## config.mk

```make
export PLATFORM = sky130hd
export DESIGN_NAME = topk_stream_sorter
export DESIGN_NICKNAME = d
export VERILOG_FILES = /design/src/rtl/topk_stream_sorter.sv
export SDC_FILE = /design/constraint.sdc
export NUM_CORES = 1
export LEC_CHECK = 0
export ABC_AREA = 0
export CAP_MARGIN = 5
export CORE_MARGIN = 2
export CORE_UTILIZATION = 35
export DETAILED_ROUTE_END_ITERATION = 12
export PLACE_DENSITY = 0.66
export SLEW_MARGIN = 20
export SYNTH_ARGS = -nofsm -noshare
export SYNTH_HDL_FRONTEND = slang
export SYNTH_SLANG_ARGS = --single-unit
```

## constraint.sdc

```tcl
create_clock -name clk_i -period 7.42 [get_ports clk_i]
set_clock_uncertainty 0.05 [all_clocks]
set_input_delay 1.484 -clock clk_i [delete_from_list [all_inputs] [get_ports clk_i]]
set_output_delay 1.484 -clock clk_i [all_outputs]
set_load 0.01 [all_outputs]
```

## src/rtl/topk_stream_sorter.sv

```systemverilog
// Streaming top-K selector: keeps a sorted K-slot insertion register of the best
// elements (and their arrival indices) of each last-delimited frame.
module topk_stream_sorter #(
    parameter int DATAWIDTH = 8,
    parameter int K         = 4,
    parameter int IDXWIDTH  = 8
) (
    input  logic                               clk_i,
    input  logic                               rst_i,
    input  logic                               in_valid_i,
    output logic                               in_ready_o,
    input  logic [DATAWIDTH-1:0]               in_data_i,
    input  logic                               in_last_i,
    input  logic                               sign_ctrl_i,
    input  logic                               min_mode_i,
    output logic                               out_valid_o,
    input  logic                               out_ready_i,
    output logic [K-1:0][DATAWIDTH-1:0]        y_o,
    output logic [K-1:0][IDXWIDTH-1:0]         idx_o,
    output logic [$clog2(K+1)-1:0]             count_o,
    output logic                               ovf_o
);

    localparam int CNTW = $clog2(K + 1);

    typedef enum logic [1:0] {IDLE, ACCUM, DONE} state_t;

    state_t state_q, state_d;

    logic                         accept, first_acc;
    logic                         sign_q, min_q, sign_eff, min_eff;
    logic [IDXWIDTH-1:0]          idx_cnt_q, new_idx;
    logic [K-1:0][DATAWIDTH-1:0]  base_val, nxt_val;
    logic [K-1:0][IDXWIDTH-1:0]   base_idx, nxt_idx;
    logic [CNTW-1:0]              base_cnt, nxt_cnt, ins_pos;

    // Existing slot value a ranks at or ahead of new value b; equality keeps the
    // earlier arrival in front.
    function automatic logic better_eq(input logic [DATAWIDTH-1:0] a,
                                       input logic [DATAWIDTH-1:0] b,
                                       input logic sgn,
                                       input logic mn);
        logic gt;
        gt = sgn ? ($signed(a) > $signed(b)) : (a > b);
        return (a == b) || (mn ? !gt : gt);
    endfunction

    always_ff @(posedge clk_i or posedge rst_i) begin
        if (rst_i) state_q <= IDLE;
        else       state_q <= state_d;
    end

    always_comb begin
        state_d = state_q;
        case (state_q)
            IDLE:    if (accept) state_d = in_last_i ? DONE : ACCUM;
            ACCUM:   if (accept && in_last_i) state_d = DONE;
            DONE:    if (out_valid_o && out_ready_i) state_d = IDLE;
            default: state_d = IDLE;
        endcase
    end

    always_comb begin
        in_ready_o  = (state_q != DONE);
        out_valid_o = (state_q == DONE);
    end

    assign accept    = in_valid_i & in_ready_o;
    assign first_acc = accept & (state_q == IDLE);
    assign sign_eff  = (state_q == IDLE) ? sign_ctrl_i : sign_q;
    assign min_eff   = (state_q == IDLE) ? min_mode_i  : min_q;
    assign new_idx   = first_acc ? '0 : idx_cnt_q;

    // A frame's first element sees an empty register, so the slots are cleared
    // and the element inserted in the same cycle.
    always_comb begin
        base_val = first_acc ? '0 : y_o;
        base_idx = first_acc ? '0 : idx_o;
        base_cnt = first_acc ? '0 : count_o;
        ins_pos  = '0;
        for (int i = 0; i < K; i++) begin
            if (CNTW'(i) < base_cnt && better_eq(base_val[i], in_data_i, sign_eff, min_eff))
                ins_pos = ins_pos + CNTW'(1);
        end
        nxt_val[0] = (ins_pos == '0) ? in_data_i : base_val[0];
        nxt_idx[0] = (ins_pos == '0) ? new_idx   : base_idx[0];
        for (int i = 1; i < K; i++) begin
            if (CNTW'(i) > ins_pos) begin
                nxt_val[i] = base_val[i-1];
                nxt_idx[i] = base_idx[i-1];
            end else if (CNTW'(i) == ins_pos) begin
                nxt_val[i] = in_data_i;
                nxt_idx[i] = new_idx;
            end else begin
                nxt_val[i] = base_val[i];
                nxt_idx[i] = base_idx[i];
            end
        end
        nxt_cnt = (base_cnt == CNTW'(K)) ? base_cnt : base_cnt + CNTW'(1);
    end

    // The counter returning to zero on a non-first element means it has wrapped.
    always_ff @(posedge clk_i or posedge rst_i) begin
        if (rst_i) begin
            y_o       <= '0;
            idx_o     <= '0;
            count_o   <= '0;
            ovf_o     <= 1'b0;
            idx_cnt_q <= '0;
            sign_q    <= 1'b0;
            min_q     <= 1'b0;
        end else if (accept) begin
            y_o       <= nxt_val;
            idx_o     <= nxt_idx;
            count_o   <= nxt_cnt;
            idx_cnt_q <= new_idx + IDXWIDTH'(1);
            ovf_o     <= first_acc ? 1'b0 : (ovf_o | (idx_cnt_q == '0));
            if (first_acc) begin
                sign_q <= sign_ctrl_i;
                min_q  <= min_mode_i;
            end
        end
    end

endmodule

```

After elaboration in Yosys (flattened, before gate mapping)
Index checks and enable logic that the tools add are counted. Widths: inputs -> output; s select.

Input port bits: 15. Register bits: 80. Bits in latches: 0. Memories kept: 0. Logic and storage cells: 111. Bits in read-only memories: 0. RAM bits: 0.

Muxes and demuxes: 39. Divide/modulo/power cells: 0. Equality and inequality tests: 14. Order comparisons: 15. Shift-type cells: 0. Add/subtract/negate cells: 5. Bitwise operators: 3. $mul: 0. Reductions and logical operators: 21.

Operators by type and width (number): $mux 8 (15); $gt 8x8->1 (8); $mux 32 (2); $eq 8x8->1 (4); $mux 3 (5); $add 3x1->3 const B (4); $mux 1 (12); $add 8x1->8 const B (1); $logic_not 8->1 (1); $mux 2 (4); $eq 2x3->1 const A (2); $gt 2x3->1 const A (2); $logic_and 1x1->1 (6); $lt 1x3->1 const A (2); $lt 2x3->1 const A (2); $ne 2x2->1 const B (3); $pmux 2 s3 (1); $logic_not 1->1 (4); $logic_or 1x1->1 (4); $reduce_and 2->1 (2); $eq 1x3->1 const A (1); $eq 3x3->1 const B (1); $gt 1x3->1 const A (1); $logic_not 3->1 (1); other kinds (8) (9).

Depth between registers and ports, before layout
Gate-level depths: netlist of the first run.

Depth after elaboration: 20. Depth in mapped cells: 29.

Worst setup path after synthesis of the first run
No wires, ideal clock.

Path type: input to register. From: in in_valid_i. To: reg idx_o[1] (netlist name). Stages: 25. Setup slack: 1.124 ns. Buffers on the path: 3. Required time: 7.249 ns. Arrival: 6.125 ns. Cells stage by stage: nand2_1 clkbuf_1 clkbuf_1 and2_1 ha_1 nor2b_1 o21a_1 o21ai_0 nand2b_1 a21oi_1 o21ai_0 mux2_2 a211oi_1 ha_1 inv_1 nand4_1 and2_1 inv_2 ha_1 or2_2 a211o_1 o31ai_1 o21ai_1 buf_2 a22o_1.

Cells in the longest elaborated chain, start to end: 18.

Ends and longest elaborated chain: start, declared (RTL line 10) `input logic in_valid_i,`; $and 1x1->1 (*) (RTL line 68) `assign accept = in_valid_i & in_ready_o;`; $and 1x1->1 (RTL line 69) `assign first_acc = accept & (state_q == IDLE);`; $mux 32 (RTL line 77) `base_val = first_acc ? '0 : y_o;`; $gt 8x8->1 (RTL line 44) `gt = sgn ? ($signed(a) > $signed(b)) : (a > b);`; $mux 1 (RTL line 44); $logic_not 1->1 (RTL line 45) `return (a == b) || (mn ? !gt : gt);`; $mux 1 (RTL line 45); $logic_or 1x1->1 (RTL line 45); [... 2 more ...]; $add 3x1->3 (RTL line 83) `ins_pos = ins_pos + CNTW'(1);`; $mux 3 (RTL line 82) `if (CNTW'(i) < base_cnt && better_eq(base_val[i], in_data_i, sign_eff, min_eff))`; $add 3x1->3 (RTL line 83); $mux 3 (RTL line 82); $add 3x1->3 (RTL line 83); $mux 3 (RTL line 82); $logic_not 3->1 (RTL line 86) `nxt_idx[0] = (ins_pos == '0) ? new_idx : base_idx[0];`; $mux 8 (RTL line 86); end signal, assigned (RTL line 114) `idx_o <= nxt_idx;`; end, declared (RTL line 19) `output logic [K-1:0][IDXWIDTH-1:0] idx_o,`.

Mark *: on every way between the ends. The rest lies on a longest branch, timed or not. The select of a mux whose other input is x is not followed. A chain may end at the register's enable or synchronous reset.

Worst setup path after layout of the first run
From: in in_valid_i. To: reg y_o[14] (netlist name).

Cells in the longest elaborated chain, start to end: 19.

Ends and longest elaborated chain: $and 1x1->1 (*) (RTL line 68); parallel branches: the longest is 18 deep, another holds $gt 8x8->1; end signal, assigned (RTL line 113) `y_o <= nxt_val;`; end, declared (RTL line 18) `output logic [K-1:0][DATAWIDTH-1:0] y_o,`.

Mark *: on every way between the ends.

==> results.json, run 1 <==
{
  "outcome": "finished clean",
  "drive_gt1_share_pct": 9.74,
  "leakage_nw": 2.99,
  "via_count": 4780,
  "synth_edf_count": 0,
  "root_buffer": "clkbuf_16",
  "grt-ovfl-total": 0,
  "cts_tree": "done",
  "dr.pass1.iters": 5,
  "postCtsHoldBufs": 0,
  "post_synth_num_cell_types": 64,
  "p_per_area_nw_per_um2": 440,
  "antenna_found_initial": 0,
  "setup_viol": 0,
  "final_common_cell": "clkdlybuf4s50_1",
  "synthArstFlopShare_pct": 100,
  "grt_setup_unrepaired": "false",
  "design_power_total_w": 0.00296,
  "dieWidth_um": 128,
  "synth_area_leaders": "dfrtp_1 37%, ha_1 8.8%, mux2i_1 5.0%",
  "insertion_delay_ns": 0.34,
  "grt_pass1_vias": 4771,
  "grt_max_degree": 81,
  "reg2reg_from": "state_q[0]",
  "post_drt_wl_per_cell_um": 19.4,
  "synthCells": 565,
  "hpwl_mm": 11.9,
  "worst_hold_startpoint": "idx_o[29]",
  "hold_violations": 0,
  "worst-setup-path-type": "in2reg",
  "min_path_type": "reg2reg",
  "gp_congestion": 0.924,
  "yosys_warnings": 0,
  "swShare_pct": 45.1,
  "report.final.slew_viol_count": 0,
  "ff2ff_path_depth": 26,
  "num_rows": 45,
  "synth_ff_type": "dfrtp_1",
  "whs_path_depth": 2,
  "relSlewSlack_pct": 30.5,
  "end_kind": "register",
  "drt_iter0_drc": 336,
  "power_switching_w": 0.00133,
  "fin_nets": 695,
  "critPathLaunchType": "input pin",
  "clockPowerShare_pct": 14.1,
  "coreArea_sq_um": 15100,
  "ctsResizeCount": 0,
  "finalWirelength_mm": 16.2,
  "die-area_sq_um": 16500,
  "max-vdd-ir-drop_uv": 229,
  "ant_nets": 0,
  "cp-startpoint": "in_valid_i",
  "synth_top_area_cell": "dfrtp_1",
  "tns_ns": 0,
  "grt_usage_pct": 20.2,
  "htreeDepth": 3,
  "yosysTopAreaCellShare_pct": 37.0,
  "critPathMaxFanout": 23,
  "area_delta_synth_final_pct": 24.4,
  "num_antenna_cells": 0,
  "fmax_mhz": 143,
  "floorplan.initialDensity_pct": 35.7,
  "post_cts_buffers": 0,
  "nFillCells": 1422,
  "p_comb_share_pct": 61.1,
  "p_seq_share_pct": 24.8,
  "layout_min_cycle_time_ns": 7.01,
  "vias_per_cell": 5.72,
  "clockBufferDepth": 2,
  "internal_power_w": 0.00163,
  "clkTransAtPathRegs_ns": 0.06,
  "cp_data_required_time_ns": 7.59,
  "layout_common_cells": "84 x clkdlybuf4s50_1, 80 x dfrtp_1, 53 x nand2_1",
  "port_buffers": 84,
  "yosysSeqAreaShare_pct": 37.0,
  "syn_nets": 618,
  "ys_seq_elements": 80,
  "crit_arrival_ns": 7.18,
  "die_h_um": 128,
  "maxCapViolations": 0,
  "synth_area_per_cell_sq_um": 9.57,
  "syn_area_sq_um": 5410,
  "numCtsBuffers": 9,
  "tightest_slew_ns": 1.03,
  "post-route-period-util_pct": 94.5,
  "grt_pass1_wl_mm": 25.9,
  "ioPinCount": 85,
  "cts_sinks": 80,
  "drcViolationCount": 0
}
stage by stage:
stage | hold WS (ns) | utilization, % | std cells | setup slack [ns] | instance area, sq um
floorplan | 0.454 | - | 565 | 1.12 | 5410
global placement | 0.428 | 42.5 | 819 | 0.310 | 6440
detailed placement | 0.429 | 42.6 | 819 | 0.213 | 6450
CTS | 0.443 | 44.4 | 835 | 0.524 | 6720
global route | 0.460 | 44.4 | 835 | 0.0976 | 6730
finish | 0.439 | 44.4 | 835 | 0.406 | 6730
metal layers:
layer  up-vias  track usage, %  share of wire, %
met4         0            8.21               2.6
met3        32            3.17               5.4
met1      2360            27.9                45
met5         -               0                 0
li1       2224               -                 -
met2       164            31.6                47
cell families after synthesis:
family                   after synthesis  share of synthesized area [%]
AND/OR/NAND/NOR                      209                           20.9
AO/OA/AOI/OAI                        136                           20.4
flip-flops                            80                           37.0
buffers and inverters                 58                           4.95
adder cells (fa/ha/maj)               38                           8.79
multiplexers                          31                           5.83
XOR/XNOR                              13                           2.11
registers in the layout, indices dropped and copies added, names as in the netlist:
| signal | count |
|---|---|
| idx_o | 32 |
| y_o | 32 |
| idx_cnt_q | 8 |
| count_o | 3 |
| state_q | 2 |
| min_q | 1 |
| ovf_o | 1 |
| sign_q | 1 |
power by group through the flow:
stage	Sequential [W]	Combinational, W	Clock [W]
after CTS	0.000733	0.00180	0.000425
after global placement	0.000737	0.00173	0
after floorplan	0.000733	0.00122	0
after global routing	0.000753	0.00196	0.000444
final	0.000735	0.00181	0.000418
after detailed placement	0.000739	0.00178	0
cells in the mapped netlist (all sizes together), types with 11 or more instances:
cell    number
dfrtp       80
nor2        24
nand3       29
clkbuf      18
a21oi       16
nand4       12
and2        35
buf         13
nor2b       11
o211ai      18
mux2i       27
a22o        16
o21ai       25
inv         27
ha          38
nand2       54
and3        14
cell type report:
class / instances / area (sq um) / share of cell area, %
Multi-Input combinational cell: 427 / 3140 / 46.7
Timing Repair Buffer: 97 / 967 / 14.4
Inverter: 27 / 103 / 1.53
Sequential cell: 80 / 2000 / 29.8
Tap cell: 188 / 235 / 3.50
Clock buffer: 12 / 246 / 3.67
Clock inverter: 4 / 28.8 / 0.428
final timing paths:
| check | endpoint | slack (ns) |
|---|---|---|
| min in group asynchronous | idx_o[25] | 1.63 |
| max | y_o[14] | 0.41 |
| min reg2reg | idx_o[29] | 0.44 |
| max reg2reg | y_o[14] | 1.16 |
| max in group asynchronous | y_o[15] | 5.19 |
| min | idx_o[29] | 0.44 |
critical path, cell delays in order:
cell             delay, ns
clkdlybuf4s50_1       0.49
nand2_1               0.18
and2_1                0.26
ha_1                  0.30
nor2b_1               0.15
o21a_1                0.16
o21a_1                0.16
o21a_1                0.17
o21a_1                0.17
o21ai_0               0.15
a31oi_1               0.12
xnor2_1               0.15
o2bb2a_1              0.29
ha_1                  0.36
inv_1                 0.11
nand4_1               0.12
and2_1                0.28
inv_2                 0.12
ha_1                  0.24
inv_1                 0.09
and4_1                0.18
nor4_4                0.32
or2_1                 0.48
buf_12                0.22
nor2b_1               0.06
o32a_1                0.35
Power figures use the tool's default switching activity.
==> run 2: changes to the inputs <==
--- a/config.mk
+++ b/config.mk
@@ -5,7 +5,6 @@
 export SDC_FILE = /design/constraint.sdc
 export NUM_CORES = 1
 export LEC_CHECK = 0
-export ABC_AREA = 0
 export CAP_MARGIN = 5
 export CORE_MARGIN = 2
 export CORE_UTILIZATION = 35
==> results of run 2 <==
Final layout, timing and power as in run 1 (identical DEF).
==> patch (flow settings as in run 1) <==
Re-encode `state_t` (3 states) as one-hot, 3 bits wide.
--- a/src/rtl/topk_stream_sorter.sv
+++ b/src/rtl/topk_stream_sorter.sv
@@ -23,7 +23,7 @@
 
     localparam int CNTW = $clog2(K + 1);
 
-    typedef enum logic [1:0] {IDLE, ACCUM, DONE} state_t;
+    typedef enum logic [2:0] {IDLE = 3'b001, ACCUM = 3'b010, DONE = 3'b100} state_t;
 
     state_t state_q, state_d;
 
Function: no difference found for any inputs over 4 cycles, from zero or initial values and one cycle with rst_i high; so few cycles prove little.
==> patch against run 1 <==
  * Via count decreased by 4.3%
  * Design area decreased by 1.7%
  * Setup slack improved by 0.055 ns
  * Utilization increased by 1.3 points
  * Sequential cell count increased by 1
  * Area after synthesis decreased by 4.1%
  * Count of clock-buffer cells in the layout decreased by 3
  * Critical path depth decreased by 1
  * Global-route usage decreased by 1.6 points
  * Total power increased by 18%
  * Sequential power decreased by 2%
  * Wire length decreased by 8.1%
==> patch: results (changes against run 1) <==
Routing
  – Via-per-instance ratio: 5.55 (-3.1%)
  – Initial DRC count: 269 (-20%)
  – Detailed-route wire length per cell: 18.0 um (-6.9%)
  – Detailed-router iteration count before antenna repair: 4 (-1)
  – Length of routed met3 wiring: 610 um (-31%)
  – Routed met2 length: 7010 um (-7.3%)
  – Vias: 4573 (-4.3%)
  – Met1 wire length: 6980 um (-4.4%)

Worst setup path
  – Maximum fanout along the worst path: 16 (-30%)
  – Count of cells along the worst register-to-register path: 24 (-7.7%)
  – Reg2Reg Capture Point: y_o[18]
  – Origin of the critical flop-to-flop path: state_q[0]
  – Arrival time worst endpoint: 7.19 ns (about the same)
  – Worst-case register-to-register setup slack: 1.47 ns (+0.31 ns)

Synth
  – Post-synth top cells: dfrtp_1, nand2_1, nor2b_1
  – Syn_nets: 599 (-3.1%)
  – Count of unique library cells instantiated by Yosys: 71 (+11%)
  – Sequential fraction of the synthesis area: 0.391 (+0.0209)
  – Cell types with the largest area share after synthesis: dfrtp_1, ha_1, a221o_1
  – Cells after Synth: 546 (-3.4%)

Layout
  – Net count, final: 688 (-1.0%)
  – Fill count: 1388 (-2.4%)
  – Share of final-layout standard cells stronger than drive strength 1: 0.0938 (-0.00362)

Hold path
  – Hold-critical path endpoint: idx_o[31]
  – Worst Hold Launch: idx_o[31]

Power and ir drop
  – Leakage power total: 2.98 nW (-0.32%)
  – Net load switching power: 1.61 mW (+21%)
  – IR Drop Worst-Case VDD: 0.000414 V (+81%)

GRT
  – Met2 usage in global routing: 0.295 (-0.0216)
  – GR Layer Usage met3: 0.0336 (+0.00184)
  – Global-route usage over all layers: 0.185 (-0.0165)
  – Pin count of the biggest net entering global routing: 82 (+1.2%)
  – Met1 usage in global routing: 0.256 (-0.0224)
  – Wire length of the first global-routing pass: 23700 um (-8.4%)

Outcome
  – Result of the run: finished clean

Clocking
  – Clock-pin slew on the worst setup and hold paths: 0.06 ns (about the same)
  – Maximum number of buffers from clock root to sink: 2 (unchanged)

Placement
  – Placed wire-length estimate after detailed placement: 10900 um (-7.8%)
  – Instance count after placement with tap cells included: 807 (-1.5%)
  – Placer congestion estimate: 0.877 (-5.1%)

STA
  – Headroom to the max-slew limit: 0.492 (+0.187)
[patch: cell count changes after synthesis, sizes merged, moves of 7 or more]
cell	before	now
a221o	7	28
nand2	54	67
a22o	16	0
inv	27	20
and3	14	5
o211ai	18	3
nand3	29	19
nor2	24	36
o21ai	25	40
nor2b	11	39
nor3	5	18
a31oi	10	3
and2	35	2
mux2i	27	20
[patch: logic make-up (layout without fill, tap and decap cells)]
kind of cell	count (synthesis)	count (layout)	share of synthesized area
and+or+nand+nor	217	218	0.216
AOI/OAI and AO/OA	126	126	0.183
DFF	81	81	0.391
buffers and inverters	44	137	0.0391
adders and majority gates	38	38	0.0917
muxes	30	30	0.0603
xor gates and xnor gates	10	10	0.0183
[patch: worst max-delay path, cell delays in order]
cell and delay [ns]:
clkdlybuf4s50_1 0.53, nor4bb_4 0.39, buf_12 0.20, nor2b_1 0.05, ha_1 0.32, nor2b_1 0.17, xnor2_1 0.07, o21ai_0 0.29
o22ai_1 0.11, nor2b_1 0.13, o31ai_1 0.29, inv_1 0.08, ha_1 0.36, nor3_1 0.10, a21bo_1 0.20, a22oi_1 0.06
a311oi_1 0.36, nand2_1 0.14, ha_1 0.24, or3_4 0.41, a32oi_4 0.26, buf_4 0.21, a21o_4 0.24, and2_4 0.30
a221o_1 0.17
[patch: worst max path at each step]
| stage | cells past startpoint | endpoint | startpoint |
|---|---|---|---|
| floorplan | 29 | idx_o[16] | in_valid_i |
| global placement | 25 | y_o[6] | in_valid_i |
| detailed placement | 25 | idx_o[19] | in_valid_i |
| CTS | 25 | idx_o[22] | in_valid_i |
| global route | 25 | idx_o[16] | in_valid_i |
| finish | 25 | y_o[18] | in_valid_i |
[patch: power groups by stage]
stage / clock [mW] / combinational, mW / sequential, mW
4_1_cts: 0.482 / 2.24 / 0.721
3_5_place_dp: 0 / 2.22 / 0.727
6_report: 0.475 / 2.28 / 0.723
2_1_floorplan: 0 / 1.56 / 0.718
5_1_grt: 0.497 / 2.48 / 0.740
3_3_place_gp: 0 / 2.17 / 0.727
[patch: per-stage QoR]
step,hold WS (ns),utilization,area (sq um),setup slack [ns]
2_1_floorplan,0.440,-,5180,0.212
3_3_place_gp,0.426,0.434,6280,0.130
3_5_place_dp,0.438,0.434,6280,-0.0585
4_1_cts,0.452,0.455,6590,0.295
5_1_grt,0.502,0.457,6610,0.0169
6_report,0.449,0.457,6610,0.461
[patch: final cells by class]
type | instances | share of cell area
repair buffers | 100 | 0.148
well taps | 184 | 0.0348
multi-input cells | 422 | 0.451
inverters | 21 | 0.0121
clock inverters | 7 | 0.0131
clock buffers | 9 | 0.0341
flip-flops and latches | 81 | 0.307
[patch: what timing repair did]
action | 4_1_cts | 5_1_grt
setup endpoints to repair | 0 | 24
hold endpoints to repair | 0 | 0
hold buffers | 0 | 0
gates resized for setup | 0 | 1
